## src/rtl/mem_port_arbiter_if.sv

```systemverilog
// Bus bundle for mem_port_arbiter: I-cache, D-cache and memory-port signals.
// slave = arbiter view; master = the caches and memory model driving it.
interface mem_port_arbiter_if #(
   parameter int unsigned AW = 28,
   parameter int unsigned DW = 128
);
   logic          i_read;
   logic [AW-1:0] i_addr;
   logic [DW-1:0] i_rdata;
   logic          i_ready;
   logic          d_read;
   logic          d_write;
   logic [AW-1:0] d_addr;
   logic [DW-1:0] d_wdata;
   logic [DW-1:0] d_rdata;
   logic          d_ready;
   logic          mem_read;
   logic          mem_write;
   logic [AW-1:0] mem_addr;
   logic [DW-1:0] mem_wdata;
   logic [DW-1:0] mem_rdata;
   logic          mem_ready;
   logic [15:0]   conflict_cnt;

   modport slave (
      input  i_read, i_addr, d_read, d_write, d_addr, d_wdata, mem_rdata, mem_ready,
      output i_rdata, i_ready, d_rdata, d_ready, mem_read, mem_write, mem_addr,
             mem_wdata, conflict_cnt
   );

   modport master (
      output i_read, i_addr, d_read, d_write, d_addr, d_wdata, mem_rdata, mem_ready,
      input  i_rdata, i_ready, d_rdata, d_ready, mem_read, mem_write, mem_addr,
             mem_wdata, conflict_cnt
   );
endinterface

```

## src/rtl/mem_port_arbiter.sv

```systemverilog
// Shares one memory port between I-cache and D-cache, one line transaction at a time.
// MEM_ARB_RR_EN selects round-robin conflict arbitration; default gives D-cache fixed priority.
module mem_port_arbiter #(
   parameter int unsigned AW = 28,
   parameter int unsigned DW = 128
) (
   input logic             clk,
   input logic             rst,
   mem_port_arbiter_if.slave bus
);
   localparam int unsigned CW = 16;

   typedef enum logic [1:0] {IDLE, I_BUSY, D_BUSY, DONE} state_e;

   state_e        state_q, state_d;
   logic          mem_read_q, mem_read_d;
   logic          mem_write_q, mem_write_d;
   logic [AW-1:0] mem_addr_q, mem_addr_d;
   logic [DW-1:0] mem_wdata_q, mem_wdata_d;
   logic [DW-1:0] i_rdata_q, i_rdata_d;
   logic [DW-1:0] d_rdata_q, d_rdata_d;
   logic          i_ready_q, i_ready_d;
   logic          d_ready_q, d_ready_d;
   logic [CW-1:0] conflict_cnt_q, conflict_cnt_d;
   logic          i_req, d_req, pick_d;
`ifdef MEM_ARB_RR_EN
   logic          last_d_q, last_d_d;
`endif

   // Arbitration and next-state/output computation
   always_comb begin
      i_req = bus.i_read;
      d_req = bus.d_read | bus.d_write;
`ifdef MEM_ARB_RR_EN
      pick_d     = d_req & (~i_req | ~last_d_q);
      last_d_d   = last_d_q;
`else
      pick_d     = d_req;
`endif
      state_d        = state_q;
      mem_read_d     = mem_read_q;
      mem_write_d    = mem_write_q;
      mem_addr_d     = mem_addr_q;
      mem_wdata_d    = mem_wdata_q;
      i_rdata_d      = i_rdata_q;
      d_rdata_d      = d_rdata_q;
      i_ready_d      = 1'b0;
      d_ready_d      = 1'b0;
      conflict_cnt_d = conflict_cnt_q;

      case (state_q)
         IDLE: begin
            if (i_req && d_req && (conflict_cnt_q != '1))
               conflict_cnt_d = conflict_cnt_q + CW'(1);
            if (pick_d) begin
               // A write-back wins over the allocate read when both are raised
               state_d     = D_BUSY;
               mem_addr_d  = bus.d_addr;
               mem_wdata_d = bus.d_wdata;
               mem_write_d = bus.d_write;
               mem_read_d  = ~bus.d_write;
`ifdef MEM_ARB_RR_EN
               last_d_d    = 1'b1;
`endif
            end else if (i_req) begin
               state_d     = I_BUSY;
               mem_addr_d  = bus.i_addr;
               mem_read_d  = 1'b1;
               mem_write_d = 1'b0;
`ifdef MEM_ARB_RR_EN
               last_d_d    = 1'b0;
`endif
            end
         end
         I_BUSY, D_BUSY: begin
            if (bus.mem_ready) begin
               mem_read_d  = 1'b0;
               mem_write_d = 1'b0;
               state_d     = DONE;
               if (state_q == I_BUSY) begin
                  i_rdata_d = bus.mem_rdata;
                  i_ready_d = 1'b1;
               end else begin
                  if (mem_read_q) d_rdata_d = bus.mem_rdata;
                  d_ready_d = 1'b1;
               end
            end
         end
         DONE:    state_d = IDLE;
         default: state_d = IDLE;
      endcase
   end

   always_ff @(posedge clk) begin
      if (rst) begin
         state_q        <= IDLE;
         mem_read_q     <= 1'b0;
         mem_write_q    <= 1'b0;
         mem_addr_q     <= '0;
         mem_wdata_q    <= '0;
         i_rdata_q      <= '0;
         d_rdata_q      <= '0;
         i_ready_q      <= 1'b0;
         d_ready_q      <= 1'b0;
         conflict_cnt_q <= '0;
`ifdef MEM_ARB_RR_EN
         last_d_q       <= 1'b0;
`endif
      end else begin
         state_q        <= state_d;
         mem_read_q     <= mem_read_d;
         mem_write_q    <= mem_write_d;
         mem_addr_q     <= mem_addr_d;
         mem_wdata_q    <= mem_wdata_d;
         i_rdata_q      <= i_rdata_d;
         d_rdata_q      <= d_rdata_d;
         i_ready_q      <= i_ready_d;
         d_ready_q      <= d_ready_d;
         conflict_cnt_q <= conflict_cnt_d;
`ifdef MEM_ARB_RR_EN
         last_d_q       <= last_d_d;
`endif
      end
   end

   assign bus.mem_read     = mem_read_q;
   assign bus.mem_write    = mem_write_q;
   assign bus.mem_addr     = mem_addr_q;
   assign bus.mem_wdata    = mem_wdata_q;
   assign bus.i_rdata      = i_rdata_q;
   assign bus.d_rdata      = d_rdata_q;
   assign bus.i_ready      = i_ready_q;
   assign bus.d_ready      = d_ready_q;
   assign bus.conflict_cnt = conflict_cnt_q;
endmodule

```

## src/flat_wrapper.sv

```systemverilog
// flat-port wrapper written by rule: the top's interface ports become plain ports
module mem_port_arbiter_flat 
#(
   parameter int unsigned AW = 28,
   parameter int unsigned DW = 128
)
  (clk, rst, bus_i_read, bus_i_addr, bus_d_read, bus_d_write, bus_d_addr, bus_d_wdata, bus_mem_rdata, bus_mem_ready, bus_i_rdata, bus_i_ready, bus_d_rdata, bus_d_ready, bus_mem_read, bus_mem_write, bus_mem_addr, bus_mem_wdata, bus_conflict_cnt);
  mem_port_arbiter_if #(.AW(AW), .DW(DW)) bus_i ();
  input logic clk;
  input logic rst;
  input wire logic [$bits(bus_i.i_read)-1:0] bus_i_read;
  input wire logic [$bits(bus_i.i_addr)-1:0] bus_i_addr;
  input wire logic [$bits(bus_i.d_read)-1:0] bus_d_read;
  input wire logic [$bits(bus_i.d_write)-1:0] bus_d_write;
  input wire logic [$bits(bus_i.d_addr)-1:0] bus_d_addr;
  input wire logic [$bits(bus_i.d_wdata)-1:0] bus_d_wdata;
  input wire logic [$bits(bus_i.mem_rdata)-1:0] bus_mem_rdata;
  input wire logic [$bits(bus_i.mem_ready)-1:0] bus_mem_ready;
  output wire logic [$bits(bus_i.i_rdata)-1:0] bus_i_rdata;
  output wire logic [$bits(bus_i.i_ready)-1:0] bus_i_ready;
  output wire logic [$bits(bus_i.d_rdata)-1:0] bus_d_rdata;
  output wire logic [$bits(bus_i.d_ready)-1:0] bus_d_ready;
  output wire logic [$bits(bus_i.mem_read)-1:0] bus_mem_read;
  output wire logic [$bits(bus_i.mem_write)-1:0] bus_mem_write;
  output wire logic [$bits(bus_i.mem_addr)-1:0] bus_mem_addr;
  output wire logic [$bits(bus_i.mem_wdata)-1:0] bus_mem_wdata;
  output wire logic [$bits(bus_i.conflict_cnt)-1:0] bus_conflict_cnt;
  assign bus_i.i_read = bus_i_read;
  assign bus_i.i_addr = bus_i_addr;
  assign bus_i.d_read = bus_d_read;
  assign bus_i.d_write = bus_d_write;
  assign bus_i.d_addr = bus_d_addr;
  assign bus_i.d_wdata = bus_d_wdata;
  assign bus_i.mem_rdata = bus_mem_rdata;
  assign bus_i.mem_ready = bus_mem_ready;
  assign bus_i_rdata = bus_i.i_rdata;
  assign bus_i_ready = bus_i.i_ready;
  assign bus_d_rdata = bus_i.d_rdata;
  assign bus_d_ready = bus_i.d_ready;
  assign bus_mem_read = bus_i.mem_read;
  assign bus_mem_write = bus_i.mem_write;
  assign bus_mem_addr = bus_i.mem_addr;
  assign bus_mem_wdata = bus_i.mem_wdata;
  assign bus_conflict_cnt = bus_i.conflict_cnt;
  mem_port_arbiter #(.AW(AW), .DW(DW)) u_core (.clk(clk), .rst(rst), .bus(bus_i));
endmodule
```

## config.mk

```make
export PLATFORM = sky130hd
export DESIGN_NAME = mem_port_arbiter_flat
export DESIGN_NICKNAME = d
export VERILOG_FILES = /design/src/rtl/mem_port_arbiter_if.sv /design/src/rtl/mem_port_arbiter.sv /design/src/flat_wrapper.sv
export SDC_FILE = /design/constraint.sdc
export NUM_CORES = 1
export LEC_CHECK = 0
export ABC_CLOCK_PERIOD_IN_PS = 2100
export CORE_AREA = 2 2 293 295
export CTS_CLUSTER_SIZE = 10
export DETAILED_ROUTE_END_ITERATION = 8
export DIE_AREA = 0 0 295 297
export PLACE_DENSITY = 0.52
export RECOVER_POWER = 25
export SLEW_MARGIN = 10
export SYNTH_ARGS = -nofsm -noshare
export SYNTH_HDL_FRONTEND = slang
export SYNTH_SLANG_ARGS = --single-unit
```

## constraint.sdc

```tcl
create_clock -name clk -period 2.1 [get_ports clk]
set_input_delay 0.315 -clock clk [delete_from_list [all_inputs] [get_ports clk]]
set_output_delay 0.315 -clock clk [all_outputs]
set_load 0.005 [all_outputs]
```

Yosys cells after proc, flatten, opt, wreduce, memory -nomap -nowiden
Cells that the tools add are included.
{"block": "totals", "register_bits": 434, "wordCells": 51, "in_bits": 318, "output_inout_bits": 432}
{"block": "classes", "n_addsub": 1, "bitwise_logic": 5, "eq_ne": 6, "reduce_logical": 14, "mux": 15}
{"cell": "$mux W28", "n": 2}
{"cell": "$add A16 B1 Y16 const B", "n": 1}
{"cell": "$ne A16 B16 Y1 const B", "n": 1}
{"cell": "$reduce_and A2 Y1", "n": 4}
{"cell": "$mux W1", "n": 7}
{"cell": "$mux W2", "n": 3}
{"cell": "$pmux W2 S3", "n": 1}
{"cell": "$reduce_and A3 Y1", "n": 2}
{"cell": "$eq A2 B2 Y1 const B", "n": 2}
{"cell": "$not A1 Y1", "n": 4}
{"cell": "$pmux W1 S2", "n": 2}
{"cell": "$reduce_and A4 Y1", "n": 1}
{"cell": "$reduce_bool A2 Y1", "n": 2}
{"cell": "$ne A3 B2 Y1 const B", "n": 1}
{"cell": "$reduce_or A3 Y1", "n": 1}
{"cell": "$eq A2 B1 Y1 const B", "n": 1}
{"cell": "$logic_and A1 B1 Y1", "n": 2}
{"cell": "$logic_not A2 Y1", "n": 1}
{"cell": "$ne A2 B2 Y1 const B", "n": 1}
{"cell": "$reduce_or A2 Y1", "n": 1}
{"cell": "$or A1 B1 Y1", "n": 1}

Longest topological paths before layout
{"block": "depth", "word_depth": 4, "mapped_depth": 9, "mapped_depth_nobuf": 6}

Worst setup path after synthesis
Ideal clock, no wire load.
{"block": "synth_timing", "path_kind": "register -> register", "from": "register u_core.state_q[0]", "to": "register u_core.d_rdata_q[0], in the netlist u_core.bus.d_rdata[0]", "t_required_ns": 2.030, "slack_ns": 0.353, "synth_period_minus_slack_ns": 1.747, "path_stages_with_launch": 9, "arrival_time_ns": 1.677, "setup_time_ns": 0.070, "path_buffers": 3, "path_cell_list": "dfxtp_1 inv_1 ha_1 buf_2 nand4b_1 clkbuf_1 clkbuf_1 nand2_1 a21oi_1"}
{"block": "synth_between", "elab_chain_cells": 3, "word_cells_on_any_way": 5, "classes_between": "eq/ne: 2; bitwise: 1; reduce/logical: 2"}
{"item": "start: declaration", "line_no": "mem_port_arbiter.sv:15", "text": "state_e state_q, state_d;"}
{"item": "start signal: assignment", "line_no": "mem_port_arbiter.sv:110", "text": "state_q <= state_d;"}
{"item": "$eq A2 B2 Y1 or $eq A2 B1 Y1 (tied branches)", "line_no": "mem_port_arbiter.sv:51, mem_port_arbiter.sv:80"}
{"item": "$reduce_or A2 Y1 or $not A1 Y1 (tied branches)"}
{"item": "$reduce_and A4 Y1 (no line) *"}
{"item": "end signal: assignment", "line_no": "mem_port_arbiter.sv:116", "text": "d_rdata_q <= d_rdata_d;"}
{"item": "end: declaration", "line_no": "mem_port_arbiter.sv:21", "text": "logic [DW-1:0] d_rdata_q, d_rdata_d;"}
Every way passes the cells marked *; elsewhere a longest branch is shown, timed or not.
A chain may end at the register's enable or synchronous reset.

Final worst setup path
{"block": "layout_timing", "from": "register u_core.conflict_cnt_q[12], in the netlist u_core.bus.conflict_cnt[12]", "to": "output port bus_conflict_cnt[12]"}
{"item": "start: declaration", "line_no": "mem_port_arbiter.sv:24", "text": "logic [CW-1:0] conflict_cnt_q, conflict_cnt_d;"}
{"item": "start signal: assignment", "line_no": "mem_port_arbiter.sv:119", "text": "conflict_cnt_q <= conflict_cnt_d;"}
{"item": "end: declaration", "line_no": "flat_wrapper.sv:27", "text": "output wire logic [$bits(bus_i.conflict_cnt)-1:0] bus_conflict_cnt;"}
No word-level cell between the ends.

==> summary.md <==
| Metric | Value |
|---|---|
| Result of the run | completed |
| Number of antenna violations at the first check in global routing | 4 |
| Global Route Usage Sum | 0.1423 |
| Max capacitance violation total | 0 |
| Final worst-path cycle share | 0.9281 |
| Clk pin slew, worst setup/hold paths | 0.06 ns |
| Fill cells | 9004 |
| Drt first-iter violations | 755 |
| GR Util met3 | 0.04311 |
| Number of pins exceeding their max-slew limit in the final report | 0 |
| Busiest layer in global routing | met2 |
| Standard cell with the maximum stage delay on the critical path | sky130_fd_sc_hd__clkdlybuf4s50_1 |
| Flip-flop and latch area | just under 0.009 mm² |
| WP data required | 1.78 ns |
| Count of buffers from port buffering | 749 |
| Multi-input gate area in the final layout | 0.006248 mm² |
| Post-synthesis register bit count | about 430 |
| CP Buf/Inv Count | 1 |
| Worst hold slack | 0.1681 ns |
| Mean number of vias per cell | 4.046 |
| Total number of yosys warnings | 0 |
| Core utilization of the finished layout | 0.3142 |
| F_max | 513.1 MHz |
| Total placed instance area | 0.02494 mm² |
| Design area | 0.02654 mm² |
| Pwr/cell area | between 1000 and 1500 mW/mm² |
| Number of distinct standard cells referenced by the synthesized netlist | 46 |
| Category of the worst setup path launch point | register |
| Width of the die | about 300 µm |
| Final total negative setup slack | 0 ns |
| Worst slack after detailed placement | 0.08170 ns |
| Via count | 15730 |
| Deepest level of the CTS H-tree | 2 |
| Overall die height | 297 µm |
| Delay of the slowest cell on the worst path | 0.59 ns |
| Number of global-route vias before repair | 15060 |
| Crit path max-delay family | buffers and inverters |
| Number of search-and-repair iterations in the first detailed-routing pass | 6 |
| Global-route wire length before repair | a little under 100000 µm |
| Top library cells by usage in the layout, fill and taps aside | 803 x sky130_fd_sc_hd__nand2_1, 700 x sky130_fd_sc_hd__clkdlybuf4s50_1, 434 x sky130_fd_sc_hd__dfxtp_1 |
| Worst EP arrival | between 1.5 and 2 ns |
| TritonCTS Sinks | approximately 430 |
| Total placed cells including tap cells | 3795 |
| Clock latency on the worst-skew pair | 0.60 ns |
| Crit path setup slack, layout | 0.1511 ns |
| WL per Instance | 17.03 µm |
| Worst-path cell chain | clkdlybuf4s50_1 |
| Worst hold path class | input pin to register |
| I/O pin count | 750 |
| Residual DRC | 0 |
| Final std cells w/o fill | 3888 |
| DP HPWL | 48710 µm |
| Total leakage power | 9.316 nW |
| Remaining max-slew budget at the tightest pin | 0.5773 |
| Effective utilization at floorplan | 0.1845 |
| Core Footprint | between 0.08 and 0.09 mm² |
| Minimum period implied by the final worst setup slack | 1.949 ns |
| Ratio of cells with drive above 1 in the final layout | 0.06204 |
| Met1 global-route usage | 0.1657 |
| Transition at the pin with the smallest max-transition slack | 0.6341 ns |
| Final weighted congestion of routability-driven global placement | roughly 0.84 |
| Per-instance average area after synthesis | 7.909 µm² |
| Area grow syn2layout | 70.26% |
| Number of buffers on the longest clock path | 3 |
| Hold-fix buffer count after cts | 0 |
| Gate Count Post-Synth | between 1500 and 2000 |
| Post-Route WL | approximately 66000 µm |
| Maximum number of pins on one net before global-route repair | 82 |
| Met2 GRT Util | 0.2480 |
| Leading cell type in the layout, fill and taps excluded | sky130_fd_sc_hd__nand2_1 |
| CTS Buf Count | 54 |
| CP max FO | 7 |
| Netlist area before placement | 0.01559 mm² |
| Worst IR drop on VDD | 583.4 µV |
| CTS root buffer | sky130_fd_sc_hd__clkbuf_16 |
| Setup skew after layout | 0.01622 ns |
| CTS tree | built |
| CP endpoint kind | output port |
| Part of the Yosys area used for sequential elements | 0.5573 |
| Count of nets after finishing | around 3000 |
| Post-Syn Nets | ~2300 |
| Total global routing overflow | 0 |
| Number of hold violations in the final report | 0 |
| ANT nets after route | 0 |
| Critical path start-end classification | register to output port |
| Core Rows | ~110 |
| Overall die area | 0.08762 mm² |
| Setup repair after global routing missed its margin | no |
| Total Power Consumption | about 27 mW |
| Total of endpoints with negative setup slack in the final report | 0 |
-- registers in the layout (all words and copies together), names as in the netlist --
register	flops
u_core.bus.conflict_cnt	16
u_core.bus.d_ready	1
u_core.state_q	2
u_core.bus.mem_read	1
u_core.bus.mem_addr	28
u_core.bus.i_ready	1
u_core.bus.d_rdata	128
u_core.bus.mem_write	1
u_core.bus.mem_wdata	128
u_core.bus.i_rdata	128
-- power breakdown --
part	switching [mW]	internal, mW
clock network	3.64	5.10
logic	3.90	4.13
registers	0.601	9.45
-- cell usage after synthesis, drive strengths merged --
master / n / area share
or4: 1 / 0.00048
nand4: 8 / 0.0040
nand3: 6 / 0.0027
a21oi: 396 / 0.13
or3: 4 / 0.0016
buf: 76 / 0.024
and3: 2 / 0.00080
nor4: 1 / 0.00040
and2: 5 / 0.0021
nor3: 4 / 0.0023
o21ai: 34 / 0.011
ha: 5 / 0.0040
a311oi: 28 / 0.016
o31a: 1 / 0.00056
o21a: 1 / 0.00048
a211oi: 3 / 0.0018
dfxtp: 434 / 0.56
o31ai: 1 / 0.00048
nand2: 803 / 0.19
nor4b: 1 / 0.00096
clkbuf: 77 / 0.019
nor2b: 12 / 0.0048
o211ai: 1 / 0.00048
nor3b: 1 / 0.00048
o311ai: 1 / 0.00056
o211a: 1 / 0.0011
mux2: 8 / 0.0058
nand4b: 1 / 0.00056
inv: 4 / 0.00096
mux2i: 5 / 0.0032
and4: 1 / 0.00056
o41ai: 1 / 0.00056
nor2: 44 / 0.011
-- area by class of cell --
type / count / share of cell area
diodes: 4 / 0.0003771
inverters: 4 / 0.0005657
repair buffers: 837 / 0.3216
multi-input cells: 1380 / 0.2354
clock inverters: 7 / 0.003394
clock buffers: 78 / 0.05737
flip-flops and latches: 434 / 0.3273
well taps: 1144 / 0.05393
-- what timing repair did --
| action | in CTS | in global routing |
|---|---|---|
| setup endpoints to repair | 0 | 84 |
| buffers inserted | 0 | 2 |
| endpoints found under the hold margin | 0 | 0 |
| gates resized for setup | 0 | 7 |
-- layer usage --
metal / vias to the layer above / routed length (µm) / share of wire
li1: 7934 / - / -
met2: 461 / 32930 / 0.50
met4: 0 / 1652 / 0.025
met5: - / 0 / 0
met1: 7243 / 26540 / 0.40
met3: 91 / 5115 / 0.077
-- cell families after synthesis --
| group | Yosys count | share of synthesized area |
|---|---|---|
| AND/OR/NAND/NOR | 894 | 0.2258 |
| AO/OA/AOI/OAI | 468 | 0.1600 |
| flip-flops | 434 | 0.5573 |
| buffers and inverters | 157 | 0.04382 |
| multiplexers | 13 | 0.008989 |
| adder cells (fa/ha/maj) | 5 | 0.004013 |
-- worst paths after layout --
check | start | to | slack [ns] | depth (start not counted)
setup reg to reg | u_core.state_q[0]$_SDFFE_PP0P_ | u_core.bus.d_rdata[94]$_SDFFE_PP0P_ | 0.18 | 9
setup / recovery | u_core.bus.conflict_cnt[12]$_SDFFE_PP0P_ | bus_conflict_cnt[12] | 0.15 | 1
hold reg to reg | u_core.bus.d_rdata[125]$_SDFFE_PP0P_ | u_core.bus.d_rdata[125]$_SDFFE_PP0P_ | 0.45 | 2
hold / removal | rst | u_core.bus.mem_wdata[12]$_SDFFE_PP0P_ | 0.17 | 2
No activity file was read; power rests on OpenSTA's default activity.
